--- config.mk ---
export PLATFORM = sky130hd
export DESIGN_NAME = sv32_ptw
export DESIGN_NICKNAME = d
export VERILOG_FILES = /design/src/rtl/ptw_pkg.sv /design/src/rtl/sv32_pte_check.sv /design/src/rtl/sv32_ptw.sv
export SDC_FILE = /design/constraint.sdc
export NUM_CORES = 1
export LEC_CHECK = 0
export CAP_MARGIN = 10
export CELL_PAD_IN_SITES_DETAIL_PLACEMENT = 0
export CELL_PAD_IN_SITES_GLOBAL_PLACEMENT = 1
export CORE_MARGIN = 1
export CORE_UTILIZATION = 32
export DETAILED_ROUTE_END_ITERATION = 12
export GPL_TIMING_DRIVEN = 1
export PLACE_DENSITY = 0.85
export SYNTH_ARGS = -nofsm -noshare
export SYNTH_HDL_FRONTEND = slang
export SYNTH_SLANG_ARGS = --single-unit
--- constraint.sdc ---
create_clock -name clk -period 7.1 [get_ports clk]
set_input_delay 1.775 -clock clk [delete_from_list [all_inputs] [get_ports clk]]
set_output_delay 1.775 -clock clk [all_outputs]
set_load 0.05 [all_outputs]
--- src/rtl/ptw_pkg.sv ---
// Shared types and constants for the Sv32 page-table walker: FSM states,
// request/privilege encodings and PTE field positions.
package ptw_pkg;

  localparam int XLEN       = 32;
  localparam int PAGE_SHIFT = 12;

  typedef enum logic [1:0] {
    S_IDLE = 2'd0,
    S_L1   = 2'd1,
    S_L0   = 2'd2,
    S_DONE = 2'd3
  } ptw_state_e;

  // Access type; 2'b11 is handled like a load.
  localparam logic [1:0] TYPE_LOAD  = 2'b00;
  localparam logic [1:0] TYPE_STORE = 2'b01;
  localparam logic [1:0] TYPE_FETCH = 2'b10;

  localparam logic [1:0] PRIV_U = 2'b00;
  localparam logic [1:0] PRIV_S = 2'b01;
  localparam logic [1:0] PRIV_M = 2'b11;

  localparam int PTE_V       = 0;
  localparam int PTE_R       = 1;
  localparam int PTE_W       = 2;
  localparam int PTE_X       = 3;
  localparam int PTE_U       = 4;
  localparam int PTE_G       = 5;
  localparam int PTE_A       = 6;
  localparam int PTE_D       = 7;
  localparam int PTE_PPN0_LO = 10;
  localparam int PTE_PPN0_HI = 19;
  localparam int PTE_PPN1_LO = 20;
  localparam int PTE_PPN1_HI = 31;

endpackage

--- src/rtl/sv32_pte_check.sv ---
// Combinational Sv32 PTE classifier shared by both walk levels.
// Define SV32_PTW_AD_CHECK_EN to fault on leaves with A=0 or stores to D=0 pages.
module sv32_pte_check
  import ptw_pkg::*;
(
  input  logic [XLEN-1:0] i_pte,
  input  logic [1:0]      i_req_type,
  input  logic [1:0]      i_priv,
  input  logic            i_level,
  output logic            o_leaf,
  output logic            o_fault,
  output logic            o_misaligned
);

  logic w_bad_enc;
  logic w_type_fail;
  logic w_priv_fail;
  logic w_ad_fail;
  logic w_unused;

  assign w_bad_enc    = ~i_pte[PTE_V] | (~i_pte[PTE_R] & i_pte[PTE_W]);
  assign o_leaf       = i_pte[PTE_R] | i_pte[PTE_X];
  assign o_misaligned = i_level & o_leaf & (i_pte[PTE_PPN0_HI:PTE_PPN0_LO] != 10'd0);

  // Access-type permission: the required R/W/X bit must be set.
  always_comb begin
    w_type_fail = 1'b0;
    case (i_req_type)
      TYPE_LOAD:  w_type_fail = ~i_pte[PTE_R];
      TYPE_STORE: w_type_fail = ~i_pte[PTE_W];
      TYPE_FETCH: w_type_fail = ~i_pte[PTE_X];
      default:    w_type_fail = ~i_pte[PTE_R];
    endcase
  end

  // Privilege permission: U-mode needs U=1, S-mode needs U=0.
  always_comb begin
    w_priv_fail = 1'b0;
    case (i_priv)
      PRIV_U:  w_priv_fail = ~i_pte[PTE_U];
      PRIV_S:  w_priv_fail = i_pte[PTE_U];
      default: w_priv_fail = 1'b0;
    endcase
  end

`ifdef SV32_PTW_AD_CHECK_EN
  assign w_ad_fail = ~i_pte[PTE_A] | ((i_req_type == TYPE_STORE) & ~i_pte[PTE_D]);
  assign w_unused  = ^{i_pte[PTE_PPN1_HI:PTE_PPN1_LO], i_pte[9:8], i_pte[PTE_G]};
`else
  assign w_ad_fail = 1'b0;
  assign w_unused  = ^{i_pte[PTE_PPN1_HI:PTE_PPN1_LO], i_pte[9:8], i_pte[PTE_G],
                       i_pte[PTE_A], i_pte[PTE_D]};
`endif

  // A non-leaf is only legal as a level-1 pointer.
  assign o_fault = w_bad_enc
                 | (~i_level & ~o_leaf)
                 | (o_leaf & (w_type_fail | w_priv_fail | w_ad_fail | o_misaligned));

endmodule

--- src/rtl/sv32_ptw.sv ---
// Sv32 hardware page-table walker: L1 PTE on dmem port 1, L0 PTE on port 2.
// Optional A/D enforcement under SV32_PTW_AD_CHECK_EN (inside sv32_pte_check).
module sv32_ptw
  import ptw_pkg::*;
(
  input  logic            clk,
  input  logic            rst,
  input  logic            req_valid,
  output logic            req_ready,
  input  logic [XLEN-1:0] req_vaddr,
  input  logic [1:0]      req_type,
  input  logic [1:0]      req_priv,
  input  logic [XLEN-1:0] satp,
  input  logic            flush,
  input  logic            dmem_busy,
  output logic [XLEN-1:0] pt_addr1,
  input  logic [XLEN-1:0] pt_rdata1,
  output logic [XLEN-1:0] pt_addr2,
  input  logic [XLEN-1:0] pt_rdata2,
  output logic            resp_valid,
  output logic [XLEN-1:0] resp_paddr,
  output logic            resp_fault,
  output logic            resp_mega
);

  ptw_state_e r_state;
  ptw_state_e w_next_state;

  logic [21:0]     r_vaddr;
  logic [1:0]      r_type;
  logic [1:0]      r_priv;
  logic [XLEN-1:0] r_pt_addr1;
  logic [XLEN-1:0] r_pt_addr2;
  logic            r_req_ready;
  logic            r_resp_valid;
  logic [XLEN-1:0] r_resp_paddr;
  logic            r_resp_fault;
  logic            r_resp_mega;

  logic            w_accept;
  logic            w_to_l0;
  logic            w_rsp_load;
  logic [XLEN-1:0] w_rsp_paddr;
  logic            w_rsp_fault;
  logic            w_rsp_mega;

  logic [XLEN-1:0] w_chk_pte;
  logic            w_chk_level;
  logic            w_chk_leaf;
  logic            w_chk_fault;
  logic            w_chk_misaligned;

  logic [XLEN-1:0] w_l1_addr;
  logic [XLEN-1:0] w_l0_addr;
  logic [XLEN-1:0] w_mega_paddr;
  logic [XLEN-1:0] w_page_paddr;
  logic            w_unused;

  // Address concatenations keep only the low 32 bits of the 34-bit results.
  assign w_l1_addr    = {satp[19:0], req_vaddr[31:22], 2'b00};
  assign w_l0_addr    = {pt_rdata1[29:10], r_vaddr[21:12], 2'b00};
  assign w_mega_paddr = {pt_rdata1[29:20], r_vaddr[21:0]};
  assign w_page_paddr = {pt_rdata2[29:10], r_vaddr[PAGE_SHIFT-1:0]};

  assign w_chk_level = (r_state == S_L1);
  assign w_chk_pte   = w_chk_level ? pt_rdata1 : pt_rdata2;
  assign w_unused    = ^{satp[30:20], w_chk_misaligned};

  sv32_pte_check u_pte_check (
    .i_pte        (w_chk_pte),
    .i_req_type   (r_type),
    .i_priv       (r_priv),
    .i_level      (w_chk_level),
    .o_leaf       (w_chk_leaf),
    .o_fault      (w_chk_fault),
    .o_misaligned (w_chk_misaligned)
  );

  // FSM state register.
  always_ff @(posedge clk) begin
    if (rst) begin
      r_state <= S_IDLE;
    end else begin
      r_state <= w_next_state;
    end
  end

  // Next state and response payload; flush overrides everything, including accept.
  always_comb begin
    w_next_state = r_state;
    w_accept     = 1'b0;
    w_to_l0      = 1'b0;
    w_rsp_load   = 1'b0;
    w_rsp_paddr  = 32'd0;
    w_rsp_fault  = 1'b0;
    w_rsp_mega   = 1'b0;
    if (flush) begin
      w_next_state = S_IDLE;
    end else begin
      case (r_state)
        S_IDLE: begin
          if (req_valid) begin
            w_accept = 1'b1;
            if (!satp[31] || (req_priv == PRIV_M)) begin
              w_next_state = S_DONE;
              w_rsp_load   = 1'b1;
              w_rsp_paddr  = req_vaddr;
            end else begin
              w_next_state = S_L1;
            end
          end else begin
            w_next_state = S_IDLE;
          end
        end
        S_L1: begin
          if (dmem_busy) begin
            w_next_state = S_L1;
          end else if (w_chk_fault) begin
            w_next_state = S_DONE;
            w_rsp_load   = 1'b1;
            w_rsp_fault  = 1'b1;
          end else if (w_chk_leaf) begin
            w_next_state = S_DONE;
            w_rsp_load   = 1'b1;
            w_rsp_paddr  = w_mega_paddr;
            w_rsp_mega   = 1'b1;
          end else begin
            w_next_state = S_L0;
            w_to_l0      = 1'b1;
          end
        end
        S_L0: begin
          if (dmem_busy) begin
            w_next_state = S_L0;
          end else begin
            w_next_state = S_DONE;
            w_rsp_load   = 1'b1;
            if (w_chk_fault) begin
              w_rsp_fault = 1'b1;
            end else begin
              w_rsp_paddr = w_page_paddr;
            end
          end
        end
        S_DONE:  w_next_state = S_IDLE;
        default: w_next_state = S_IDLE;
      endcase
    end
  end

  // Request context and PTE addresses, captured when each level is entered.
  always_ff @(posedge clk) begin
    if (rst) begin
      r_vaddr    <= 22'd0;
      r_type     <= 2'd0;
      r_priv     <= 2'd0;
      r_pt_addr1 <= 32'd0;
      r_pt_addr2 <= 32'd0;
    end else begin
      if (w_accept) begin
        r_vaddr    <= req_vaddr[21:0];
        r_type     <= req_type;
        r_priv     <= req_priv;
        r_pt_addr1 <= w_l1_addr;
      end
      if (w_to_l0) begin
        r_pt_addr2 <= w_l0_addr;
      end
    end
  end

  // Response registers: valid pulses in DONE, payload holds until the next DONE.
  always_ff @(posedge clk) begin
    if (rst) begin
      r_req_ready  <= 1'b1;
      r_resp_valid <= 1'b0;
      r_resp_paddr <= 32'd0;
      r_resp_fault <= 1'b0;
      r_resp_mega  <= 1'b0;
    end else begin
      r_req_ready  <= (w_next_state == S_IDLE);
      r_resp_valid <= w_rsp_load;
      if (w_rsp_load) begin
        r_resp_paddr <= w_rsp_paddr;
        r_resp_fault <= w_rsp_fault;
        r_resp_mega  <= w_rsp_mega;
      end
    end
  end

  assign req_ready  = r_req_ready;
  assign pt_addr1   = r_pt_addr1;
  assign pt_addr2   = r_pt_addr2;
  assign resp_valid = r_resp_valid;
  assign resp_paddr = r_resp_paddr;
  assign resp_fault = r_resp_fault;
  assign resp_mega  = r_resp_mega;

endmodule

==> results of run 1 <==
report_power, final:
part	leakage (uW)	total, uW	switching [uW]	internal (uW)
clock network	0.000253	766	290	476
logic	0.00160	307	181	126
registers	0.00101	739	14.6	725
final cells by class:
cell class	instances	area, um2	area share (%)
clock buffer	27	503	6.29
clock inverter	2	10.0	0.125
inverter	18	67.6	0.845
multi-input combinational	459	2520	31.6
sequential	124	2480	31.1
tap	216	270	3.38
timing repair buffer	216	2140	26.7
placed cells by master (no fill, tap or decap), types with 5 or more instances in the layout:
cell             instances
clkdlybuf4s50_1        206
a221oi_1                13
a22o_1                   8
nand2_1                183
nand3_1                 10
ha_1                     7
a221o_1                  6
nor2_1                  17
a21oi_1                105
clkbuf_1                 6
inv_1                   18
buf_4                   10
nand2b_1                 8
o32ai_1                  5
and3_1                  12
nor3_1                   5
a211oi_1                 9
dfxtp_1                124
clkbuf_16               17
o2bb2ai_1               10
cells by family (layout without fill, tap and decap cells):
| kind of cell | count (synthesis) | count (layout) | share of synthesized area [%] |
|---|---|---|---|
| AO/OA/AOI/OAI | 181 | 181 | 22.9 |
| XOR/XNOR | 1 | 1 | 0.167 |
| adder cells (fa/ha/maj) | 7 | 7 | 1.67 |
| buffers and inverters | 72 | 263 | 5.66 |
| flip-flops | 124 | 124 | 47.2 |
| multiplexers | 4 | 4 | 0.785 |
| other | 1 | 4 | 0.0713 |
| AND/OR/NAND/NOR | 262 | 262 | 21.6 |
worst max-delay path: stages:
cell	delay (ns)
clkdlybuf4s50_1	0.66
nor2_1	0.91
o31ai_4	0.43
buf_4	0.38
a221oi_1	0.26
o32ai_1	0.14
a22o_1	0.24
registers in the layout, summed over array words and instances (netlist names):
| register | count |
|---|---|
| resp_fault | 1 |
| r_vaddr | 22 |
| r_type | 2 |
| resp_valid | 1 |
| resp_mega | 1 |
| resp_paddr | 32 |
| r_priv | 2 |
| pt_addr2 | 30 |
| req_ready | 1 |
| r_state | 2 |
| pt_addr1 | 30 |
per-layer routing:
metal  up-vias  wire (um)
li1       2619          -
met1      2482       7950
met2       171       8240
met3        18       1410
met4         0        267
met5         -          0
worst max path at each step:
stage | cells past startpoint | endpoint
2_1_floorplan | 7 | resp_paddr[2]
3_3_place_gp | 7 | resp_paddr[21]
3_5_place_dp | 7 | resp_paddr[21]
4_1_cts | 7 | resp_paddr[21]
5_1_grt | 7 | resp_paddr[21]
6_report | 7 | resp_paddr[21]
metrics by stage:
stage,setup slack [ns],util (%),total power (uW),instances
2_1_floorplan,3.69,-,922,655
5_1_grt,2.54,50.1,1880,1062
4_1_cts,2.67,50.1,1830,1062
3_3_place_gp,2.31,46.9,1060,1033
3_5_place_dp,2.23,46.9,1060,1033
6_report,2.59,50.1,1810,1062
==> results.sh, run 1 <==
export IMPL_finalWeightedCongestion=0.767
export IMPL_cts_tree="built"
export IMPL_synth_most_common_cell="nand2_1"
export IMPL_grt_use_met2_pct=33.7
export IMPL_worst_pin_slew_ns=1.08
export IMPL_timing_final_crit_share_pct=63.5
export IMPL_wl_per_cell_um=16.8
export IMPL_fin_area_um2=7990
export IMPL_clkLatencyLatePin_ns=0.41
export IMPL_path_max_fanout=26
export IMPL_hold_path_class="flop to flop"
export IMPL_port_buffers=207
export IMPL_hold_path_cell_count=2
export IMPL_boundaryPins=237
export IMPL_worst_setup_path_type="primary input to flop"
export IMPL_slew_headroom_pct=28.1
export IMPL_route_detailed_drc=0
export IMPL_routed_wl_mm=17.9
export IMPL_postCtsHoldBufs=0
export IMPL_grtUsageTotal_pct=20.8
export IMPL_finalClockSkew_ns=0.00563
export IMPL_synth_top_cell_area_share_pct=47.2
export IMPL_ctsResizeCount=0
export IMPL_timing_hold_ws_ns=0.450
export IMPL_cp_startpoint="flush"
export IMPL_finalCriticalPeriod_ns=4.51
export IMPL_postRouteAntennaNets=0
export IMPL_path_clk_slew_ns=0.05
export IMPL_critPathArrivalTime_ns=4.81
export IMPL_grt_max_degree=84
export IMPL_ys_async_sr_fraction_pct=0
export IMPL_synthTopCellsByArea="dfxtp_1 (47%), nand2_1 (13%), a21oi_1 (10%)"
export IMPL_dieArea_um2=17000
export IMPL_synth_cell_type_count=51
export IMPL_gr_usage_met1_pct=25.8
export IMPL_cts_htree_levels=4
export IMPL_synth_cells=652
export IMPL_fin_setup_tns_ns=0
export IMPL_syn_area_um2=5260
export IMPL_fillers=1599
export IMPL_hold_path_end="pt_addr2[9]"
export IMPL_hold_viol=0
export IMPL_vias=5290
export IMPL_ys_flop_type="dfxtp_1"
export IMPL_grt_pass1_wl_mm=26.6
export IMPL_areaGrowthSynthToFinish_pct=52.0
export IMPL_slew_viol_final=0
export IMPL_critPathRequiredTime_ns=7.41
export IMPL_placementRows=46
export IMPL_cts_buffers=17
export IMPL_drt_iter0_drc=303
export IMPL_clock_path_buffers=2
export IMPL_start_util_pct=33.0
export IMPL_root_buffer="clkbuf_16"
export IMPL_dpl_hpwl_mm=12.0
export IMPL_rr_startpoint="r_state[1]"
export IMPL_hold_path_startpoint="pt_addr2[9]"
export IMPL_finalSetupViolCount=0
export IMPL_die_x_um=130
export IMPL_r2r_slack_ns=3.93
export IMPL_yosys_warnings=0
export IMPL_ys_top_cells_by_count="nand2_1 (183), dfxtp_1 (124), a21oi_1 (106)"
export IMPL_grt_ovfl_total=0
export IMPL_drive_gt1_share_pct=5.56
export IMPL_yosys_area_top_type="dfxtp_1"
export IMPL_dpl_cell_area_um2=7480
export IMPL_reg2reg_depth=8
export IMPL_ir_drop_uv=165
export IMPL_critPathLaunchType="primary input"
export IMPL_p_per_area_nw_per_um2=227
export IMPL_p_leak_uw=0.00286
export IMPL_antennaDiodeCount=0
export IMPL_cap_viol_max_count=0
export IMPL_die_h_um=130
export IMPL_antenna_found_initial=0
export IMPL_dr_pass1_iters=5
export IMPL_grt_most_used_layer="met2"
export IMPL_yosys_register_bits=124
export IMPL_core_um2=15900
export IMPL_viasPerCell=4.98
export IMPL_yosysSeqAreaShare_pct=47.2
export IMPL_cts_sinks=124
export IMPL_postSynthAreaPerCell_um2=8.07
export IMPL_status="complete, no violations"
export IMPL_cts_setup_buffers=0
export IMPL_met3_usage_pct=6.85
export IMPL_nets=980
export IMPL_synth_edf_count=0
export IMPL_max_freq_mhz=222
export IMPL_grt_pass1_vias=4899
export IMPL_cp_end_kind="flop"
export IMPL_rsz0062_at_grt="false"
export IMPL_r2r_end="resp_paddr[3]"
No activity file was read; power rests on OpenSTA's default activity.
==> run 2, diff against run 1 <==
Settings changed: CORE_UTILIZATION 32 to 26, PLACE_DENSITY 0.85 to 0.73.
Clock period 7.1 ns to 4 ns, I/O delays scaled along.
==> results.sh, run 2 (same netlist as run 1, synthesis figures left out) <==
export IMPL_status="complete, no violations"
export IMPL_clkLatencyLatePin_ns=0.42
export IMPL_cts_sinks=124
export IMPL_finalSetupViolCount=0
export IMPL_worst_setup_path_type="primary input to flop"
export IMPL_die_x_um=144
export IMPL_path_clk_slew_ns=0.06
export IMPL_largest_register_ffs=32
export IMPL_die_h_um=144
export IMPL_clock_path_buffers=2
export IMPL_timing_final_crit_share_pct=78.6
export IMPL_slew_headroom_pct=59.7
export IMPL_nets=989
export IMPL_worst_pin_slew_ns=0.601
export IMPL_p_leak_uw=0.00295
export IMPL_grt_pass1_vias=5096
export IMPL_fin_area_um2=8230
export IMPL_finalClockSkew_ns=0.0134
export IMPL_vias=5249
export IMPL_cts_htree_levels=4
export IMPL_ir_drop_uv=298
export IMPL_boundaryPins=237
export IMPL_viasPerCell=4.68
export IMPL_finalWeightedCongestion=0.741
export IMPL_cp_end_kind="flop"
export IMPL_antenna_found_initial=0
export IMPL_antennaDiodeCount=0
export IMPL_route_detailed_drc=0
export IMPL_cts_tree="built"
export IMPL_wl_per_cell_um=17.2
export IMPL_crit_chain="clkdlybuf4s50_1 -> nor4_1 -> nand3_1 -> and3_1 -> or3_1 -> or3b_1 -> o22ai_1"
export IMPL_worst_path_max_delay_cell="or3b_1"
export IMPL_placedCellCount=1091
export IMPL_dpl_cell_area_um2=7650
export IMPL_layout_commonest_cell="clkdlybuf4s50_1"
export IMPL_drive_gt1_share_pct=7.01
export IMPL_start_util_pct=26.8
export IMPL_max_freq_mhz=318
export IMPL_grtUsageTotal_pct=18.6
export IMPL_critPathLaunchType="primary input"
export IMPL_dieArea_um2=20800
export IMPL_routed_wl_mm=19.3
export IMPL_port_buffers=207
export IMPL_placementRows=51
export IMPL_finalNonFillerCells=1121
export IMPL_dpl_hpwl_mm=13.2
export IMPL_grt_max_degree=51
export IMPL_postRouteAntennaNets=0
export IMPL_finalCriticalPeriod_ns=3.14
export IMPL_root_buffer="clkbuf_16"
export IMPL_fin_setup_tns_ns=0
export IMPL_core_um2=19700
export IMPL_dr_pass1_iters=4
export IMPL_rsz0062_at_grt="false"
export IMPL_critPathRequiredTime_ns=4.33
export IMPL_hold_path_class="flop to flop"
export IMPL_grt_ovfl_total=0
export IMPL_postCtsHoldBufs=0
export IMPL_drt_iter0_drc=235
export IMPL_max_stage_delay_ns=0.48
export IMPL_p_per_area_nw_per_um2=417
export IMPL_areaGrowthSynthToFinish_pct=56.4
export IMPL_hold_viol=0
export IMPL_critPathArrivalTime_ns=3.47
export IMPL_final_cell_mix="clkdlybuf4s50_1 (206), nand2_1 (183), dfxtp_1 (124)"
export IMPL_path_max_fanout=7
export IMPL_grt_pass1_wl_mm=28.9
export IMPL_cts_setup_buffers=0
export IMPL_ctsResizeCount=0
export IMPL_cap_viol_max_count=0
export IMPL_cts_buffers=17
export IMPL_slew_viol_final=0
run 2: changes by cell type in the layout (fill, tap and decap cells not counted), sizes merged:
cell | previous run | this run
clkbuf | 27 | 22
clkinvlp | 0 | 1
buf | 10 | 19
clkinv | 2 | 4
bufinv | 0 | 3
run 2: per-layer routing:
metal  up-vias  part of all wire (%)  global-route usage, %
met4         0                   2.1                   7.15
met3        22                   8.5                   6.75
met5         -                     0                      0
met2       168                    46                   30.0
met1      2423                    43                   22.5
li1       2636                     -                      -
run 2: final cells by class:
class,count,area (um2)
flip-flops and latches,124,2480
clock inverters,8,118
multi-input cells,459,2520
repair buffers,225,2240
inverters,18,67.6
fillers,2034,11400
clock buffers,22,464
well taps,265,332
run 2: through the flow:
step           total power, uW  hold slack [ns]  utilization, %  worst slack (ns)
2_1_floorplan             1640            0.432               -              1.37
3_3_place_gp              1900            0.440            38.9             0.516
3_5_place_dp              1900            0.441            38.9             0.488
4_1_cts                   3480            0.453            41.9             0.890
5_1_grt                   3570            0.467            41.9             0.768
6_report                  3430            0.450            41.9             0.858
run 2: critical path: cells and delay by family:
family	cells	cell delay, ns
buf+inv	1	0.45
compound gates	1	0.19
simple gates	5	1.82
run 2: path summary, 6_finish.rpt:
kind,slack (ns),endpoint,depth (start not counted),startpoint
worst min-delay path,0.45,pt_addr2[26],2,pt_addr2[26]
worst max-delay path,0.86,resp_paddr[2],7,pt_rdata2[10]
worst min register to register,0.45,pt_addr2[26],2,pt_addr2[26]
worst max register to register,1.19,resp_paddr[2],8,r_state[1]
run 2: power by group:
part	total [uW]	internal, uW	leakage [uW]	switching (uW)
Clock	1550	1000	0.000286	553
Combinational	563	235	0.00166	328
Sequential	1310	1290	0.00101	26.2
Total	3430	2520	0.00295	907
==> run 3, diff against run 2 <==
Settings changed: CORE_UTILIZATION 26 to 29, PLACE_DENSITY 0.73 to 0.78.
Clock period 4 ns to 3.17 ns, I/O delays scaled along.
==> results.sh, run 3 (same netlist as run 1, synthesis figures left out) <==
export IMPL_drt_iter0_drc=237
export IMPL_route_detailed_drc=0
export IMPL_cts_htree_levels=4
export IMPL_comb_power_share_pct=16.0
export IMPL_hold_path_class="flop to flop"
export IMPL_status="complete, no violations"
export IMPL_finalWeightedCongestion=0.824
export IMPL_grt_pass1_vias=5076
export IMPL_r2r_end="resp_paddr[18]"
export IMPL_root_buffer="clkbuf_16"
export IMPL_viasPerCell=4.86
export IMPL_layout_commonest_cell="clkdlybuf4s50_1"
export IMPL_r2r_slack_ns=0.51
export IMPL_slew_headroom_pct=59.6
export IMPL_postCtsHoldBufs=0
export IMPL_clock_path_buffers=2
export IMPL_cts_sinks=124
export IMPL_areaGrowthSynthToFinish_pct=56.8
export IMPL_die_x_um=137
export IMPL_critPathLaunchType="primary input"
export IMPL_routed_wl_mm=18.3
export IMPL_timing_final_crit_share_pct=83.9
export IMPL_worst_pin_slew_ns=0.604
export IMPL_dpl_hpwl_mm=12.8
export IMPL_hold_path_startpoint="pt_addr2[21]"
export IMPL_multi_input_area_um2=2520
export IMPL_dr_pass1_iters=4
export IMPL_cap_viol_max_count=0
export IMPL_nets=995
export IMPL_start_util_pct=30.1
export IMPL_max_stage_delay_ns=0.42
export IMPL_path_clk_slew_ns=0.05
export IMPL_final_cell_mix="clkdlybuf4s50_1 (206), nand2_1 (183), dfxtp_1 (124)"
export IMPL_cp_end_kind="flop"
export IMPL_cts_tree="built"
export IMPL_crit_chain="clkdlybuf4s50_1 -> nor4_1 -> buf_4 -> nand3_1 -> and3_1 -> or3_1 -> buf_4 -> o32ai_1 -> a22o_1"
export IMPL_finalCriticalPeriod_ns=2.66
export IMPL_largest_register_ffs=32
export IMPL_finalSetupViolCount=0
export IMPL_slew_viol_final=0
export IMPL_path_max_fanout=5
export IMPL_p_per_area_nw_per_um2=536
export IMPL_hold_path_end="pt_addr2[21]"
export IMPL_finalClockSkew_ns=0.00956
export IMPL_rr_startpoint="r_state[1]"
export IMPL_worst_path_max_delay_cell="clkdlybuf4s50_1"
export IMPL_ctsResizeCount=0
export IMPL_hold_viol=0
export IMPL_critPathArrivalTime_ns=3.02
export IMPL_core_um2=17500
export IMPL_vias=5289
export IMPL_p_leak_uw=0.00299
export IMPL_max_freq_mhz=376
export IMPL_placementRows=48
export IMPL_grt_max_degree=51
export IMPL_port_buffers=207
export IMPL_worst_setup_path_type="primary input to flop"
export IMPL_fillers=1740
export IMPL_hold_path_cell_count=2
export IMPL_fin_util_pct=47.2
export IMPL_switchingPower_uw=1130
export IMPL_antenna_found_initial=0
export IMPL_clkLatencyLatePin_ns=0.42
export IMPL_drive_gt1_share_pct=7.64
export IMPL_grt_ovfl_total=0
export IMPL_die_h_um=137
export IMPL_sequentialPowerShare_pct=37.4
export IMPL_cts_setup_buffers=0
export IMPL_sw_frac_of_total_pct=25.5
export IMPL_dieArea_um2=18700
export IMPL_grtUsageTotal_pct=19.9
export IMPL_antennaDiodeCount=0
export IMPL_postRouteAntennaNets=0
export IMPL_path_common_cell="buf_4"
export IMPL_register_area_um2=2480
export IMPL_fin_setup_tns_ns=0
export IMPL_critPathRequiredTime_ns=3.53
export IMPL_grt_pass1_wl_mm=27.9
export IMPL_intPower_uw=3290
export IMPL_cts_buffers=17
export IMPL_reg2reg_depth=9
export IMPL_rsz0062_at_grt="false"
export IMPL_ir_drop_uv=365
export IMPL_boundaryPins=237
export IMPL_wl_per_cell_um=16.8
export IMPL_pwr_share_clk_pct=46.6
run 3: cell count changes in the layout (fill, tap and decap cells not counted), sizes merged:
cell      change
clkinvlp      -1
clkinv        -1
bufinv        +1
clkbuf        +3
buf           +6
run 3: worst max-delay path: cells and delay by family:
kind	cells	cell delay [ns]
buffers and inverters	3	0.77
AOI/OAI and AO/OA	2	0.47
and+or+nand+nor	4	0.99
run 3: power groups by stage:
stage               registers, uW  logic, uW  clock network, uW
floorplan                    1840        223                  0
global placement             1690        707                  0
detailed placement           1690        709                  0
CTS                          1660        711               2110
global route                 1660        754               2180
finish                       1660        706               2060
run 3: worst max path at each step:
stage	start	depth (start not counted)	slack (ns)	endpoint
2_1_floorplan	pt_rdata1[10]	7	0.74	resp_paddr[2]
6_report	pt_rdata2[10]	9	0.51	resp_paddr[18]
3_3_place_gp	pt_rdata1[17]	8	0.11	resp_paddr[18]
4_1_cts	pt_rdata1[17]	8	0.47	resp_paddr[18]
3_5_place_dp	pt_rdata1[17]	8	0.05	resp_paddr[18]
5_1_grt	r_state[1]	8	0.26	resp_paddr[11]
run 3: area by class of cell:
class / count / share of cell area (%)
clock buffers: 25 / 5.89
clock inverters: 7 / 1.64
inverters: 18 / 0.819
multi-input cells: 459 / 30.6
flip-flops and latches: 124 / 30.1
well taps: 225 / 3.41
repair buffers: 231 / 27.6
run 3: metal layers:
metal / routed length, um / global-route usage, % / vias up / share of wire [%]
met2: 8440 / 32.1 / 169 / 46
li1: - / - / 2650 / -
met3: 1460 / 6.30 / 17 / 8.0
met1: 8190 / 24.8 / 2453 / 45
met5: 0 / 0 / - / 0
met4: 242 / 6.91 / 0 / 1.3
run 3: metrics by stage:
step	hold slack (ns)	setup slack [ns]	cell area (um2)	power, uW	std cells
after floorplan	0.432	0.743	5270	2070	655
after global placement	0.440	0.111	7630	2390	1057
after detailed placement	0.446	0.0473	7630	2400	1057
after CTS	0.454	0.473	8250	4470	1089
after global routing	0.472	0.258	8250	4590	1089
final	0.450	0.509	8250	4420	1089
